==> src/rtl/uart_msg_tx_drain.sv <==
// Streams msg_len bytes from the message buffer read port to a valid/ready UART byte sink, then acks.
// Optional UART_MSG_NUL_STOP_EN: a NUL read from the buffer ends the message early without being sent.
module uart_msg_tx_drain #(
  parameter int WIDTH = 8,
  parameter int LEN   = 256,
  localparam int AW   = $clog2(LEN) + 1
) (
  input  logic             clk,
  input  logic             rst,
  input  logic             msg_valid,
  input  logic [AW-1:0]    msg_len,
  output logic             msg_ack,
  output logic             busy,
  output logic [AW-1:0]    rd_addr,
  output logic             rd_en,
  input  logic [WIDTH-1:0] rd_data,
  output logic [WIDTH-1:0] tx_data,
  output logic             tx_valid,
  input  logic             tx_ready
);

  typedef enum logic [2:0] {
    S_IDLE, S_FETCH, S_WAIT, S_SEND, S_ACK, S_HOLD
  } state_t;

  state_t           r_state, w_next;
  logic [AW-1:0]    r_len, r_cnt, r_rd_addr;
  logic [WIDTH-1:0] r_tx_data;
  logic             r_tx_valid;

  logic [AW-1:0] w_len_clamped, w_cnt_inc;
  logic          w_hs, w_nul;

  assign w_len_clamped = (msg_len > AW'(LEN)) ? AW'(LEN) : msg_len;
  assign w_cnt_inc     = r_cnt + AW'(1);
  assign w_hs          = r_tx_valid & tx_ready;

`ifdef UART_MSG_NUL_STOP_EN
  assign w_nul = (rd_data == '0);
`else
  assign w_nul = 1'b0;
`endif

  always_ff @(posedge clk) begin
    if (rst) r_state <= S_IDLE;
    else     r_state <= w_next;
  end

  always_comb begin
    w_next = r_state;
    case (r_state)
      S_IDLE:  if (msg_valid) w_next = (w_len_clamped == '0) ? S_ACK : S_FETCH;
      S_FETCH: w_next = S_WAIT;
      S_WAIT:  w_next = w_nul ? S_ACK : S_SEND;
      S_SEND:  if (w_hs) w_next = (w_cnt_inc == r_len) ? S_ACK : S_FETCH;
      S_ACK:   w_next = S_HOLD;
      S_HOLD:  if (!msg_valid) w_next = S_IDLE;
      default: w_next = S_IDLE;
    endcase
  end

  // rd_addr is preloaded on the way into FETCH so the read strobe and address line up.
  always_ff @(posedge clk) begin
    if (rst) begin
      r_len      <= '0;
      r_cnt      <= '0;
      r_rd_addr  <= '0;
      r_tx_data  <= '0;
      r_tx_valid <= 1'b0;
    end else begin
      case (r_state)
        S_IDLE: if (msg_valid) begin
          r_len <= w_len_clamped;
          r_cnt <= '0;
          if (w_len_clamped != '0) r_rd_addr <= '0;
        end
        S_WAIT: if (!w_nul) begin
          r_tx_data  <= rd_data;
          r_tx_valid <= 1'b1;
        end
        S_SEND: if (w_hs) begin
          r_tx_valid <= 1'b0;
          r_cnt      <= w_cnt_inc;
          if (w_cnt_inc != r_len) r_rd_addr <= w_cnt_inc;
        end
        default: ;
      endcase
    end
  end

  assign rd_en    = (r_state == S_FETCH);
  assign rd_addr  = r_rd_addr;
  assign msg_ack  = (r_state == S_ACK);
  assign busy     = (r_state != S_IDLE);
  assign tx_data  = r_tx_data;
  assign tx_valid = r_tx_valid;

endmodule

==> config.mk <==
export PLATFORM = sky130hd
export DESIGN_NAME = uart_msg_tx_drain
export DESIGN_NICKNAME = d
export VERILOG_FILES = /design/src/rtl/uart_msg_tx_drain.sv
export SDC_FILE = /design/constraint.sdc
export NUM_CORES = 1
export LEC_CHECK = 0
export ABC_AREA = 1
export CORE_ASPECT_RATIO = 0.9
export CORE_MARGIN = 2
export CORE_UTILIZATION = 46
export DETAILED_ROUTE_END_ITERATION = 6
export PLACE_DENSITY = 0.75
export SYNTH_ARGS = -nofsm -noshare
export SYNTH_HDL_FRONTEND = slang
export SYNTH_SLANG_ARGS = --single-unit
==> constraint.sdc <==
create_clock -name clk -period 2.1 [get_ports clk]
set_clock_uncertainty 0.2 [all_clocks]
set_input_delay 0.21 -clock clk [delete_from_list [all_inputs] [get_ports clk]]
set_output_delay 0.21 -clock clk [all_outputs]
set_load 0.02 [all_outputs]
Word level (Yosys, flattened, before mapping)

Cells that the tools add are included.

Register bits after elaboration: 39
Output and inout bits: 21
Bits of input ports: 21
Word-level logic and storage cells: 49

Reductions and logical operators: 11
Mux-type cells: 17
Equality and inequality tests: 12
Bitwise gates (word level): 1
Order comparisons: 1
Add/sub/neg operators: 1

Operators with widths:

| cell                                                  | number |
|---|---|
| two-way mux 9 bit                                     | 7 |
| case mux 9 bit (2 select lines)                       | 2 |
| case mux 3 bit (6 select lines)                       | 1 |
| two-way mux 3 bit                                     | 5 |
| != test 2 bit (second input constant)                 | 5 |
| adder 9 x 1 -> 9 bit (second input constant)          | 1 |
| equality test 9 bit                                   | 1 |
| greater-than comparator 9 bit (second input constant) | 1 |
| logical NOT 9 bit                                     | 1 |
| != test 9 bit                                         | 1 |
| nonzero test 9 bit                                    | 1 |
| equality test 3 x 2 -> 1 bit (second input constant)  | 2 |
| equality test 3 bit (second input constant)           | 2 |
| AND reduction 3 bit                                   | 2 |
| AND reduction 5 bit                                   | 1 |
| AND reduction 2 bit                                   | 2 |
| nonzero test 2 bit                                    | 2 |
| equality test 3 x 1 -> 1 bit (second input constant)  | 1 |
| logical NOT 3 bit                                     | 1 |
| nonzero test 3 bit                                    | 1 |
| case mux 1 bit (2 select lines)                       | 1 |
| bitwise AND 1 bit                                     | 1 |
| two-way mux 1 bit                                     | 1 |

Logic depth before layout (Yosys ltp)

Word-level depth: 6
Gate-level depth with buffers: 14

Worst setup path after synthesis

No wires, ideal clock.

Path kind: flip-flop to flip-flop
From: register r_cnt[0]
To: register r_rd_addr[6], in the netlist rd_addr[6]
Slack: 0.126 ns
Period minus slack after synthesis: 1.974 ns
Data arrival time: 1.646 ns
Cell stages (with the launch flop): 13
Setup time: 0.128 ns
Buffers on the path: 0
Data required time: 1.772 ns
Cells stage by stage: dfxtp_1 ha_1 or2_1 nand2_1 nand2_1 nand2_1 nand3_1 nor2_4 nand4_4 nand3_4 nand2_1 nand2_1 nor2_1

Word-level cells in the longest chain between the ends: 4

Ends and longest elaborated chain:

| item                                                                                    | RTL line | text |
|---|---|---|
| start, declared                                                                         | 27       | `logic [AW-1:0] r_len, r_cnt, r_rd_addr;` |
| start signal, assigned                                                                  | 83       | `r_cnt <= w_cnt_inc;` |
| adder 9 x 1 -> 9 bit (*)                                                                | 35       | `assign w_cnt_inc = r_cnt + AW'(1);` |
| != test 9 bit / two-way mux 9 bit (equally long branches)                               | 84       | `if (w_cnt_inc != r_len) r_rd_addr <= w_cnt_inc;` |
| != test 2 bit (no line) / two-way mux 9 bit (equally long branches)                     | --       |  |
| AND reduction 5 bit (no line) / case mux 9 bit (2 select lines) (equally long branches) | --       |  |
| end signal, assigned                                                                    | 84       |  |
| end, declared                                                                           | 27       |  |

Mark *: on every way between the ends. The rest lies on a longest branch, timed or not. The select of a mux whose other input is x is not followed.
A chain may end at the register's enable or synchronous reset.

Final worst setup path

From: register r_cnt[1]
To: register r_state[2]

Word-level cells in the longest chain between the ends: 5

Ends and longest elaborated chain:

| item                            | RTL line | text |
|---|---|---|
| adder 9 x 1 -> 9 bit            | 35       |  |
| equality test 9 bit             | 55       | `S_SEND: if (w_hs) w_next = (w_cnt_inc == r_len) ? S_ACK : S_FETCH;` |
| two-way mux 3 bit (2 in series) | 55       |  |
| case mux 3 bit (6 select lines) | 51       | `case (r_state)` |
| end signal, assigned            | 46       | `else r_state <= w_next;` |
| end, declared                   | 26       | `state_t r_state, w_next;` |

Every way passes these cells. The select of a mux whose other input is x is not followed.

==> summary.md <==
| Metric | Value |
|---|---|
| Area delta synth->final | 37.10% |
| Synth area leader | dfxtp_1 |
| Initial DRC Count | 104 |
| CTS tree | built |
| Final setup TNS | 0 ns |
| Via Count | ~2.2k |
| Rows | 23 |
| Clk pin slew, worst setup/hold paths | around 0.070 ns |
| Die X-Extent | 75.87 um |
| Total Wirelength | 5199 um |
| Endpoints failing setup | 0 |
| CP startpoint kind | flip-flop |
| Drt via density | 4.963 |
| Final period util | 97.53% |
| HP Start | tx_data[2]$_SDFFE_PP0P_ |
| Hold EP | tx_data[2]$_SDFFE_PP0P_ |
| Mapped Cells | 314 |
| Nets | 395 |
| YS warnings | 0 |
| Async set or reset register ratio after synthesis | 0% |
| # diodes | 0 |
| RR Startpoint | r_cnt[1]$_SDFFE_PP0P_ |
| DRT met1 WL | 2388 um |
| Final antenna-violating net count | 0 |
| Worst reg2reg setup slack | ~0.052 ns |
| WL met2 | roughly 2600 um |
| Outcome | finished, final reports clean |
| Cell Area, Synth | roughly 2100 sq um |
| Setup CP Type | flip-flop to flip-flop |
| Most common cell after layout, fill and taps aside | nand2_1 |
| Initial antenna violation count | 0 |
| Fraction of layout cells with a size suffix above 1 | 19.79% |
| Gr usage total | 20.59% |
| Hpwl dp | 3736 um |
| Mean post-synth cell area | 6.810 sq um |
| Synth top area cells | dfxtp_1, nand2_1, inv_1, a21oi_1, nand3_1 |
| Fmax | 488.2 MHz |
| Post-synth EDFFs | 0 |
| Final hold violation count | 0 |
| DRC Markers | 0 |
| CTS buffer count | 5 |
| Core Util, Final | roughly 66% |
| I/O pins | 42 |
| Initial Utilization | 47.94% |
| Max FO, Critical Path | 5 |
| Area share of the leading cell type in the synthesized netlist | 36.51% |
| Period minus WS final | 2.048 ns |
| MaxCap Viol Count | 0 |
| Synth Flop Type | dfxtp_1 |
| Leak | 0.001254 uW |
| PwrDens | 1403 nW/um^2 |
| Slew @ Worst Pin | 0.3436 ns |
| Uppermost routed layer | met4 |
| Seq/Total Area, Yosys | 36.51% |
| Die H | 68.68 um |
| Max IR drop VDD | 1.011 mV |
| Worst min-delay path class | flip-flop to flip-flop |
| Slew Viols, Final | 0 |
| Die footprint | 5210 sq um |
| Commonest cells after routing, fill and taps aside | nand2_1, inv_1, clkdlybuf4s50_1 |
| CTS max path bufs | 2 |
| H-tree level count | 2 |
| Met3 WL | 202 um |
| Hold Path Stages | 2 |
| First drt pass iteration count | 4 |
| CTS Hold Bufs | 0 |
| RSZ-0062 raised after global routing | yes |
| Core area | roughly 4500 sq um |
| Post-Syn Nets | 336 |
| RePlAce Congestion | 0.8648 |
| Rel. slew slack | 77.07% |
| Clk Latency, worst-skew pair | 0.29 ns |
| Root buf cell | clkbuf_8 |
| Worst EP arrival | 2.09 ns |
| Synthesis-stage register bit count | 39 |
| I/O Buffers | roughly 40 |
| Grt ovf | 0 |
| Wire length per cell | around 12 um |
| Vias in the first global route | 1879 |
| Worst r2r path cells | 14 |
| RR Endpoint | r_state[2]$_SDFFE_PP0P_ |
| Clk sinks | 39 |
| Worst endpoint required time | between 2 and 2.5 ns |
| Crit. End Element | flip-flop |
| Synth cell types | 35 |
| Largest net degree at the start of global routing | 26 |
| First-pass GRT wire length | about 8000 um |
## cells in the mapped netlist, types with 2 or more instances
library cell,n
a21oi_1,30
inv_1,47
o21ai_0,23
nand2_1,58
dfxtp_1,39
buf_6,2
inv_2,8
nand3_1,23
clkbuf_1,6
nor2_2,4
nor4_1,2
o211ai_1,2
nand4_1,10
a22oi_1,2
nor2_1,25
a211oi_1,2
buf_2,2
nand2_2,9
nor2_4,4
## sequential cells by signal, summed over array words and instances (netlist names)
name	flops
r_cnt	9
r_len	9
rd_addr	9
tx_data	8
r_state	3
tx_valid	1
## layer usage
metal | up-vias | GRT usage, %
li1 | 1134 | -
met2 | 46 | 33.30
met4 | 0 | 5.702
met1 | 976 | 27.14
met3 | 8 | 5.233
met5 | - | 0
## worst max-delay path by stage
stage	start	slack, ns	depth (start not counted)	to
2_1_floorplan	r_cnt[0]$_SDFFE_PP0P_	0.13	12	rd_addr[6]$_SDFFE_PP0P_
3_3_place_gp	msg_len[8]	-0.05	10	rd_addr[7]$_SDFFE_PP0P_
3_5_place_dp	msg_len[8]	-0.11	10	rd_addr[5]$_SDFFE_PP0P_
4_1_cts	r_state[1]$_SDFFE_PP0P_	0.01	5	busy
5_1_grt	r_cnt[1]$_SDFFE_PP0P_	-0.06	12	r_state[2]$_SDFFE_PP0P_
6_report	r_cnt[1]$_SDFFE_PP0P_	0.05	14	r_state[2]$_SDFFE_PP0P_
## critical path: stages, from the launching register on
cell and delay (ns):
dfxtp_2 0.36, ha_4 0.16, nand2_4 0.07, nor2_4 0.11
nand2_1 0.07, nand2_2 0.09, nand2_4 0.06, nand2_2 0.06
nand2_2 0.06, nor2_4 0.13, nand4_4 0.18, buf_6 0.18
nand3_1 0.07, o211ai_1 0.11, inv_1 0.08
## area by class of cell
class,instances,area (sq um)
timing repair buffer,62,595.6
sequential,39,787.0
fill,400,1529
multi-input combinational,210,1165
tap,62,77.57
inverter,55,206.4
clock buffer,8,100.1
## logic make-up (layout without fill, tap and decap cells)
family          count (synthesis)  count (layout)  share of synthesized area (%)
fa+ha+maj                       1               1                         0.5850
compound gates                 64              64                          16.56
xor+xnor                        2               2                         0.8193
buf+inv                        66             125                          12.87
simple gates                  142             143                          32.65
flops                          39              39                          36.51
## where the power goes
group          leakage [uW]  switching [uW]  internal, uW
clock network     0.0000515             252           300
logic              0.000881            1340           980
registers          0.000322             211          1020
## what timing repair did
item | CTS | global route
setup buffers | 0 | 1
resized for setup | 0 | 26
hold endpoints to repair | 0 | 0
setup endpoints to repair | 0 | 17
## through the flow
stage               hold slack (ns)  instance area (sq um)  setup slack, ns  instances  total power [uW]
floorplan                    0.1529                   2138           0.1261        314              2738
detailed placement           0.2342                   2720          -0.1111        426              3427
global route                 0.2681                   2932         -0.06246        436              4468
CTS                          0.2451                   2820          0.01467        434              3985
global placement             0.2294                   2720         -0.05265        426              3378
finish                       0.2438                   2932          0.05185        436              4112
No activity file was read; power rests on OpenSTA's default activity.
